<file path="src/rtl/alu_exec.sv">
// Execute-stage ALU: single-cycle AND/OR/ADD/SUB, bit-serial shifts (one bit per cycle),
// with a valid/ready handshake on both the request and the result side.
module alu_exec #(
  parameter int WIDTH = 32,
  parameter int SHW   = $clog2(WIDTH)
) (
  input  logic             clk,
  input  logic             rst,
  input  logic             in_valid,
  output logic             in_ready,
  input  logic [3:0]       alu_ctrl,
  input  logic [WIDTH-1:0] op_a,
  input  logic [WIDTH-1:0] op_b,
  output logic             out_valid,
  input  logic             out_ready,
  output logic [WIDTH-1:0] result,
  output logic             zero,
  output logic             illegal
);

  localparam logic [3:0] OP_AND = 4'b0000;
  localparam logic [3:0] OP_OR  = 4'b0001;
  localparam logic [3:0] OP_ADD = 4'b0010;
  localparam logic [3:0] OP_SUB = 4'b0110;
  localparam logic [3:0] OP_SLL = 4'b0011;
  localparam logic [3:0] OP_SRL = 4'b0100;
  localparam logic [3:0] OP_SRA = 4'b0101;

  typedef enum logic [1:0] {IDLE, SHIFT, DONE} state_t;

  state_t                  state_q, state_d;
  logic [3:0]              ctrl_q, ctrl_d;
  logic signed [WIDTH-1:0] result_q, result_d;
  logic [SHW-1:0]          count_q, count_d;
  logic                    illegal_q, illegal_d;
  logic [SHW-1:0]          shamt;

  // One-bit shift step; SRA replicates the sign bit of the running result.
  function automatic logic signed [WIDTH-1:0] shift_one(input logic signed [WIDTH-1:0] v,
                                                        input logic [3:0] op);
    case (op)
      OP_SLL:  shift_one = v <<< 1;
      OP_SRA:  shift_one = v >>> 1;
      default: shift_one = $signed({1'b0, v[WIDTH-1:1]});
    endcase
  endfunction

  function automatic logic signed [WIDTH-1:0] logic_arith(input logic [3:0] op,
                                                          input logic signed [WIDTH-1:0] a,
                                                          input logic signed [WIDTH-1:0] b);
    case (op)
      OP_AND:  logic_arith = a & b;
      OP_OR:   logic_arith = a | b;
      OP_ADD:  logic_arith = a + b;
      default: logic_arith = a - b;
    endcase
  endfunction

  assign shamt = op_b[SHW-1:0];

  always_comb begin
    state_d   = state_q;
    ctrl_d    = ctrl_q;
    result_d  = result_q;
    count_d   = count_q;
    illegal_d = illegal_q;
    case (state_q)
      IDLE: begin
        if (in_valid) begin
          ctrl_d    = alu_ctrl;
          illegal_d = 1'b0;
          count_d   = '0;
          state_d   = DONE;
          case (alu_ctrl)
            OP_AND, OP_OR, OP_ADD, OP_SUB:
              result_d = logic_arith(alu_ctrl, $signed(op_a), $signed(op_b));
            OP_SLL, OP_SRL, OP_SRA: begin
              result_d = $signed(op_a);
              if (shamt != '0) begin
                count_d = shamt;
                state_d = SHIFT;
              end
            end
            default: begin
              result_d  = '0;
              illegal_d = 1'b1;
            end
          endcase
        end
      end
      SHIFT: begin
        result_d = shift_one(result_q, ctrl_q);
        count_d  = count_q - SHW'(1);
        if (count_q == SHW'(1)) state_d = DONE;
      end
      DONE: begin
        if (out_ready) state_d = IDLE;
      end
      default: state_d = IDLE;
    endcase
  end

  always_ff @(posedge clk) begin
    if (rst) begin
      state_q   <= IDLE;
      ctrl_q    <= OP_AND;
      result_q  <= '0;
      count_q   <= '0;
      illegal_q <= 1'b0;
    end else begin
      state_q   <= state_d;
      ctrl_q    <= ctrl_d;
      result_q  <= result_d;
      count_q   <= count_d;
      illegal_q <= illegal_d;
    end
  end

  assign in_ready  = (state_q == IDLE);
  assign out_valid = (state_q == DONE);
  assign result    = result_q;
  assign zero      = (result_q == '0);
  assign illegal   = illegal_q;

endmodule

</file>
<file path="config.mk">
export PLATFORM = sky130hd
export DESIGN_NAME = alu_exec
export DESIGN_NICKNAME = d
export VERILOG_FILES = /design/src/rtl/alu_exec.sv
export SDC_FILE = /design/constraint.sdc
export NUM_CORES = 1
export LEC_CHECK = 0
export ABC_AREA = 1
export BUFFER_PORTS_ARGS = -buffer_cell sky130_fd_sc_hd__buf_2
export CORE_UTILIZATION = 59
export CTS_CLUSTER_SIZE = 8
export DETAILED_ROUTE_END_ITERATION = 12
export PLACE_DENSITY = 0.84
export SYNTH_ARGS = -nofsm -noshare
export SYNTH_HDL_FRONTEND = slang
export SYNTH_SLANG_ARGS = --single-unit
</file>
<file path="constraint.sdc">
create_clock -name clk -period 4 [get_ports clk]
set_clock_uncertainty 0.05 [all_clocks]
set_input_delay 0.8 -clock clk [delete_from_list [all_inputs] [get_ports clk]]
set_output_delay 0.8 -clock clk [all_outputs]
set_load 0.03 [all_outputs]
</file>
==> results.md, run 1 <==
* CP max FO at 4
* Worst hold path class: reg2reg
* Post-synth EDFFs at 0
* Status: complete, no violations
* CP Capture Type: flop
* Setup CP Type: in2reg
* Clock Latency Late Sink at 0.32 ns
* Post-synthesis average cell area at 5.424 um^2
* Pwr Total at 2029 uW
* Pwr dens at 276.6 nW/um^2
* Routed vias at 8243
* DPL Wire Length at 17.51 mm
* Most common cell after layout, fill and taps aside: nand2_1
* H-tree levels at 2
* Layout area overhead at 14.69%
* Critical path launch point type: primary input
* Largest net degree at the start of global routing at 46
* Synth area leader: nand2_1
* Seq/Total Area, Yosys at 13.77%
* TritonCTS Buffers at 5
* Final hold violations at 0
* Layout cell share with drive strength beyond 1 at 14.19%
* Pre-antenna DRT Iters at 6
* CP Data Arrival Time at 3.88 ns
* CP Data Required Time at 4.15 ns
* CP max stage cell: ha_1
* Number of DRC markers in iteration 0 at 692
* Core outline area at 10420 um^2
* DIE AREA at 11260 um^2
* CTS Root Cell: clkbuf_8
* Cell area after synthesis at 6395 um^2
* Unrepaired setup endpoints after global routing: yes
* Setup TNS at 0 ns
* Worst-path clk slew at 0.10 ns
* Num ports at 108
* Vias in the first global route at 7416
* CP top delay family: simple AND/OR/NAND/NOR gates
* ANT nets after route at 0
* PortBufs at 107
* CTS tree: built
* CP peak stage delay at 0.29 ns
* Aggregate routed wire length at 22.88 mm
* CTS sink count at 44
* Cells on Worst Hold Path at 2
* Max clock buf depth at 2
* Most used cell along the critical path: nand2_1
* Diodes inserted at 0
* Final nets at 1396
* Clock period minus worst slack at 3.728 ns
* Vias per inst at 5.809
* Synth top area share at 17.79%
* Routed len/inst at 16.12 um
* R2R depth at 8
* Peak ir drop on the vdd network at 0.2173 mV
* Fillers at 1024
* Setup violators final at 0
* Grt total ovfl at 0
* Actual slew at the worst max-slew pin at 0.9748 ns
* Initial antenna violation count at 0
* FP Rows at 37
* Leakage power at 0.003869 uW
* Top_reg_cell synth: dfxtp_1
* Most frequent cells in the layout: nand2_1, nor2_1, inv_1, a21oi_1, buf_2
* Net Count, Synth at 1293
* Synth Instances at 1179
* DRC viols at 0
* Die H at 106.1 um
* Final GP Congestion at 1.078
* Asr flop ratio synth at 0%
* Slew Limit Fails at 0
* Synth unique cells at 44
* Relative max-transition margin at 34.94%
* Max Clk Rate at 268.2 MHz
* WP depth at 27
* Die X at 106.1 um
* YS warnings at 0
* Starting density of the core at 61.39%
* Worst path bufs/invs at 5
* Number of synthesized register bits at 44
* Period Utilization, post-route at 93.20%
* First-pass GRT wire length at 36.21 mm
* Area contributors post-synth: nand2_1, dfxtp_1, nor2_1
* Max-Cap Viols at 0
* Total GRT Usage at 40.29%
## flip-flops by register name (all words and copies together), names as in the netlist
name	flops
count_q	5
ctrl_q	4
illegal	1
result	32
state_q	2
## report_power, final
group	switching, uW	internal, uW	total [uW]
combinational	738	362	1100
clock	182	189	371
sequential	64.0	494	558
## worst paths after layout
check                          startpoint                 endpoint  slack (ns)
setup / recovery                  op_b[0]  result[31]$_SDFFE_PP0P_        0.27
hold / removal    count_q[4]$_SDFFE_PP0P_  count_q[4]$_SDFFE_PP0P_        0.44
hold reg to reg   count_q[4]$_SDFFE_PP0P_  count_q[4]$_SDFFE_PP0P_        0.44
setup reg to reg  state_q[0]$_SDFFE_PP0P_  result[18]$_SDFFE_PP0P_        1.03
## synth_stat cells (all sizes together), types with 2 or more instances
| cell | number |
|---|---|
| a21oi | 127 |
| o211ai | 6 |
| and2 | 3 |
| buf | 15 |
| a21boi | 2 |
| nor2 | 177 |
| dfxtp | 44 |
| ha | 41 |
| nand2 | 306 |
| clkinv | 3 |
| nand3 | 59 |
| xor2 | 25 |
| xnor2 | 11 |
| nand4 | 10 |
| a31oi | 11 |
| inv | 138 |
| clkbuf | 26 |
| o21ai | 128 |
| o31ai | 2 |
| a2111oi | 3 |
| nand3b | 2 |
| a21o | 2 |
| a32o | 3 |
| nor4 | 11 |
| nor3 | 10 |
| o21bai | 7 |
## kinds of logic (layout without fill, tap and decap cells)
family          after synthesis  after routing  synth area share [%]
xor+xnor                     36             36                 4.931
buf+inv                     182            286                 10.90
compound gates              296            296                 24.87
flops                        44             44                 13.77
fa+ha+maj                    42             42                 8.335
simple gates                579            579                 37.19
## final cells by class
class                      count  area (um^2)  share of cell area (%)
clock buffer                   5        68.82                  0.9382
clock inverter                 3        46.29                  0.6312
inverter                     141        529.3                   7.216
multi-input combinational    953         4878                   66.51
sequential                    44        880.8                   12.01
tap                          136        170.2                   2.320
timing repair buffer         137        760.7                   10.37
## worst reg2reg max path: cells and delay by family (launching register included)
family	cells	cell delay [ns]
buffers and inverters	4	1.48
AND/OR/NAND/NOR	3	0.81
flip-flops	1	0.33
AO/OA/AOI/OAI	1	0.21
## per-stage QoR
step           util [%]  worst slack [ns]  hold slack (ns)  area (um^2)  instances
6_report          70.41            0.2719           0.4400         7335       1419
5_1_grt           70.41          -0.03354           0.4854         7335       1419
4_1_cts           69.91            0.2369           0.4337         7282       1419
3_5_place_dp      68.80          -0.06064           0.4189         7167       1411
3_3_place_gp      68.80          -0.09383           0.4089         7167       1411
2_1_floorplan         -            0.4967           0.3893         6395       1179
## repair_timing
item	4_1_cts	5_1_grt
resized for setup	0	14
setup endpoints to repair	0	7
hold buffers	0	0
hold endpoints to repair	0	0
setup buffers	0	0
## per-layer routing
metal  track usage (%)  vias to the layer above  wire (um)
met5                 0                        -          0
met4             18.75                        0       1177
met3             6.438                       73       2216
met2             66.47                      471      10140
met1             51.14                     3629       9347
li1                  -                     4070          -
Power figures use the tool's default switching activity.
==> inputs of run 2 (changes only) <==
Settings changed: CORE_MARGIN set to 5, CORE_UTILIZATION 59 to 55, PLACE_DENSITY 0.84 to 0.79, SETUP_SLACK_MARGIN set to 0.1.
==> run 2 against run 1 <==
Combinational power grew 5%. Via count grew 1.3%. Clock power grew 8.1%. Setup slack lost 0.054 ns. Flip-flop and latch count is the same. Count of clock-buffer cells in the layout is the same. Global-route usage shrank 7.2 points. First-iteration DRC count grew 42%. Final cell count grew 1.1%. Register-to-register slack gained 0.05 ns. Critical path depth shrank 5. Routed wire length grew 5.9%. Critical path type unchanged. Highest routed layer unchanged.
==> results.md, run 2 (synthesized netlist as in run 1, its figures left out) <==
* Cells on Worst Hold Path at 2
* Routed vias at 8348
* Actual slew at the worst max-slew pin at 0.9954 ns
* Clock Latency Late Sink at 0.29 ns
* P_int at 1110 uW
* Initial antenna violation count at 0
* Status: complete, no violations
* WP depth at 22
* Util after Layout at 67.03%
* H-tree levels at 2
* CP Capture Type: flop
* Final nets at 1406
* Pwr dens at 276.8 nW/um^2
* Most frequent cells in the layout: nand2_1, nor2_1, inv_1
* Num ports at 108
* Diodes inserted at 0
* FP Rows at 39
* Critical path launch point type: primary input
* Combinational Power Share at 54.6%
* Most common cell after layout, fill and taps aside: nand2_1
* Sw Ratio at 47.60%
* Aggregate routed wire length at 24.22 mm
* Pre-antenna DRT Iters at 6
* Max-Cap Viols at 0
* Seq pwr share at 26.5%
* Clock power share at 18.9%
* Max clock buf depth at 2
* Layout area overhead at 19.68%
* Slew Limit Fails at 0
* CP Data Required Time at 4.17 ns
* Clock period minus worst slack at 3.783 ns
* Cts-stage hold buffer count at 0
* Most used cell along the critical path: nand2_1
* CP max FO at 5
* Unrepaired setup endpoints after global routing: yes
* Vias in the first global route at 7455
* Number of DRC markers in iteration 0 at 986
* CTS sink count at 44
* Starting density of the core at 56.00%
* Largest net degree at the start of global routing at 46
* Die H at 117.8 um
* CP Data Arrival Time at 3.95 ns
* Placed cell count at 1423
* Switching Power at 1008 uW
* Worst path bufs/invs at 4
* Period Utilization, post-route at 94.57%
* CP top delay family: simple AND/OR/NAND/NOR gates
* CP max stage cell: ha_2
* Final non-filler cell total at 1435
* Grt total ovfl at 0
* DIE AREA at 13880 um^2
* ANT nets after route at 0
* CTS tree: built
* R2R depth at 8
* Max reg flops at 32
* Worst-path clk slew at 0.06 ns
* Routed len/inst at 16.88 um
* DRC viols at 0
* TritonCTS Buffers at 5
* CTS Root Cell: clkbuf_16
* DPL Wire Length at 18.43 mm
* Worst hold path class: reg2reg
* Layout cell share with drive strength beyond 1 at 17.57%
* Setup violators final at 0
* Peak ir drop on the vdd network at 0.3665 mV
* Setup CP Type: in2reg
* Die X at 117.8 um
* Leakage power at 0.003956 uW
* Final hold violations at 0
* First-pass GRT wire length at 38.27 mm
* Relative max-transition margin at 33.57%
* Final GP Congestion at 0.9758
* Total GRT Usage at 33.07%
* Core outline area at 11420 um^2
* Vias per inst at 5.817
* PortBufs at 107
* CP cell instances: buf_8 -> inv_6 -> buf_4 -> nand3_1 -> nor2_2 -> nand2_1 -> nor2_2 -> inv_2 -> nor2_1 -> nor2_1 -> xor2_1 -> ha_2 -> nand2_2 -> nor4_4 -> nand3_1 -> nand3_1 -> nand2_1 -> nand3_1 -> nand2_1 -> nand2_1 -> nand2_1 -> a21oi_1
* CP peak stage delay at 0.40 ns
* Max Clk Rate at 264.4 MHz
[run 2: through the flow]
stage | hold slack (ns) | setup WS [ns] | area (um^2) | total power (uW) | TNS [ns]
floorplan | 0.3893 | 0.4967 | 6395 | 1277 | 0
global placement | 0.4028 | -0.3364 | 7213 | 1637 | -0.4363
detailed placement | 0.4077 | -0.3007 | 7213 | 1644 | -0.4683
CTS | 0.4172 | 0.1324 | 7366 | 2044 | 0
global route | 0.4309 | -0.01812 | 7654 | 2264 | -0.01812
finish | 0.4168 | 0.2174 | 7654 | 2118 | 0
[run 2: worst reg2reg max path, cell delays in order (launching register included)]
cell	delay [ns]
dfxtp_1	0.32
inv_1	0.10
nor2_1	0.05
buf_4	0.22
inv_2	0.55
nand2_2	0.62
inv_2	0.64
nand2_1	0.12
a31oi_1	0.19
[run 2: timing repair]
item / in CTS / in global routing
setup buffers: 0 / 5
pin swaps: 0 / 18
setup endpoints to repair: 1 / 18
gates resized for setup: 2 / 68
[run 2: worst paths after layout]
check                                              from                       to  slack, ns
worst min-delay path            count_q[4]$_SDFFE_PP0P_  count_q[4]$_SDFFE_PP0P_       0.42
worst max-delay path                            op_b[1]  result[24]$_SDFFE_PP0P_       0.22
worst max register to register  state_q[0]$_SDFFE_PP0P_   result[0]$_SDFFE_PP0P_       1.08
worst min register to register  count_q[4]$_SDFFE_PP0P_  count_q[4]$_SDFFE_PP0P_       0.42
[run 2: metal layers]
| layer | global-route usage (%) | up-vias | share of wire (%) |
|---|---|---|---|
| met2 | 53.96 | 465 | 46 |
| met4 | 13.84 | 0 | 4.4 |
| met5 | 0 | - | 0 |
| met1 | 43.29 | 3704 | 41 |
| li1 | - | 4112 | - |
| met3 | 5.142 | 67 | 9.4 |
[run 2: cell type report]
| class | count | area (um^2) |
|---|---|---|
| multi-input combinational | 953 | 5052 |
| clock buffer | 5 | 125.1 |
| clock inverter | 2 | 12.51 |
| fill | 1145 | 3765 |
| sequential | 44 | 880.8 |
| inverter | 141 | 536.8 |
| timing repair buffer | 147 | 867.1 |
| tap | 143 | 178.9 |
[run 2: power groups by stage]
stage,Clock [uW],Sequential [uW],Combinational (uW)
3_5_place_dp,0,566,1080
4_1_cts,400,557,1090
5_1_grt,423,566,1280
6_report,401,561,1160
2_1_floorplan,0,635,642
3_3_place_gp,0,566,1070
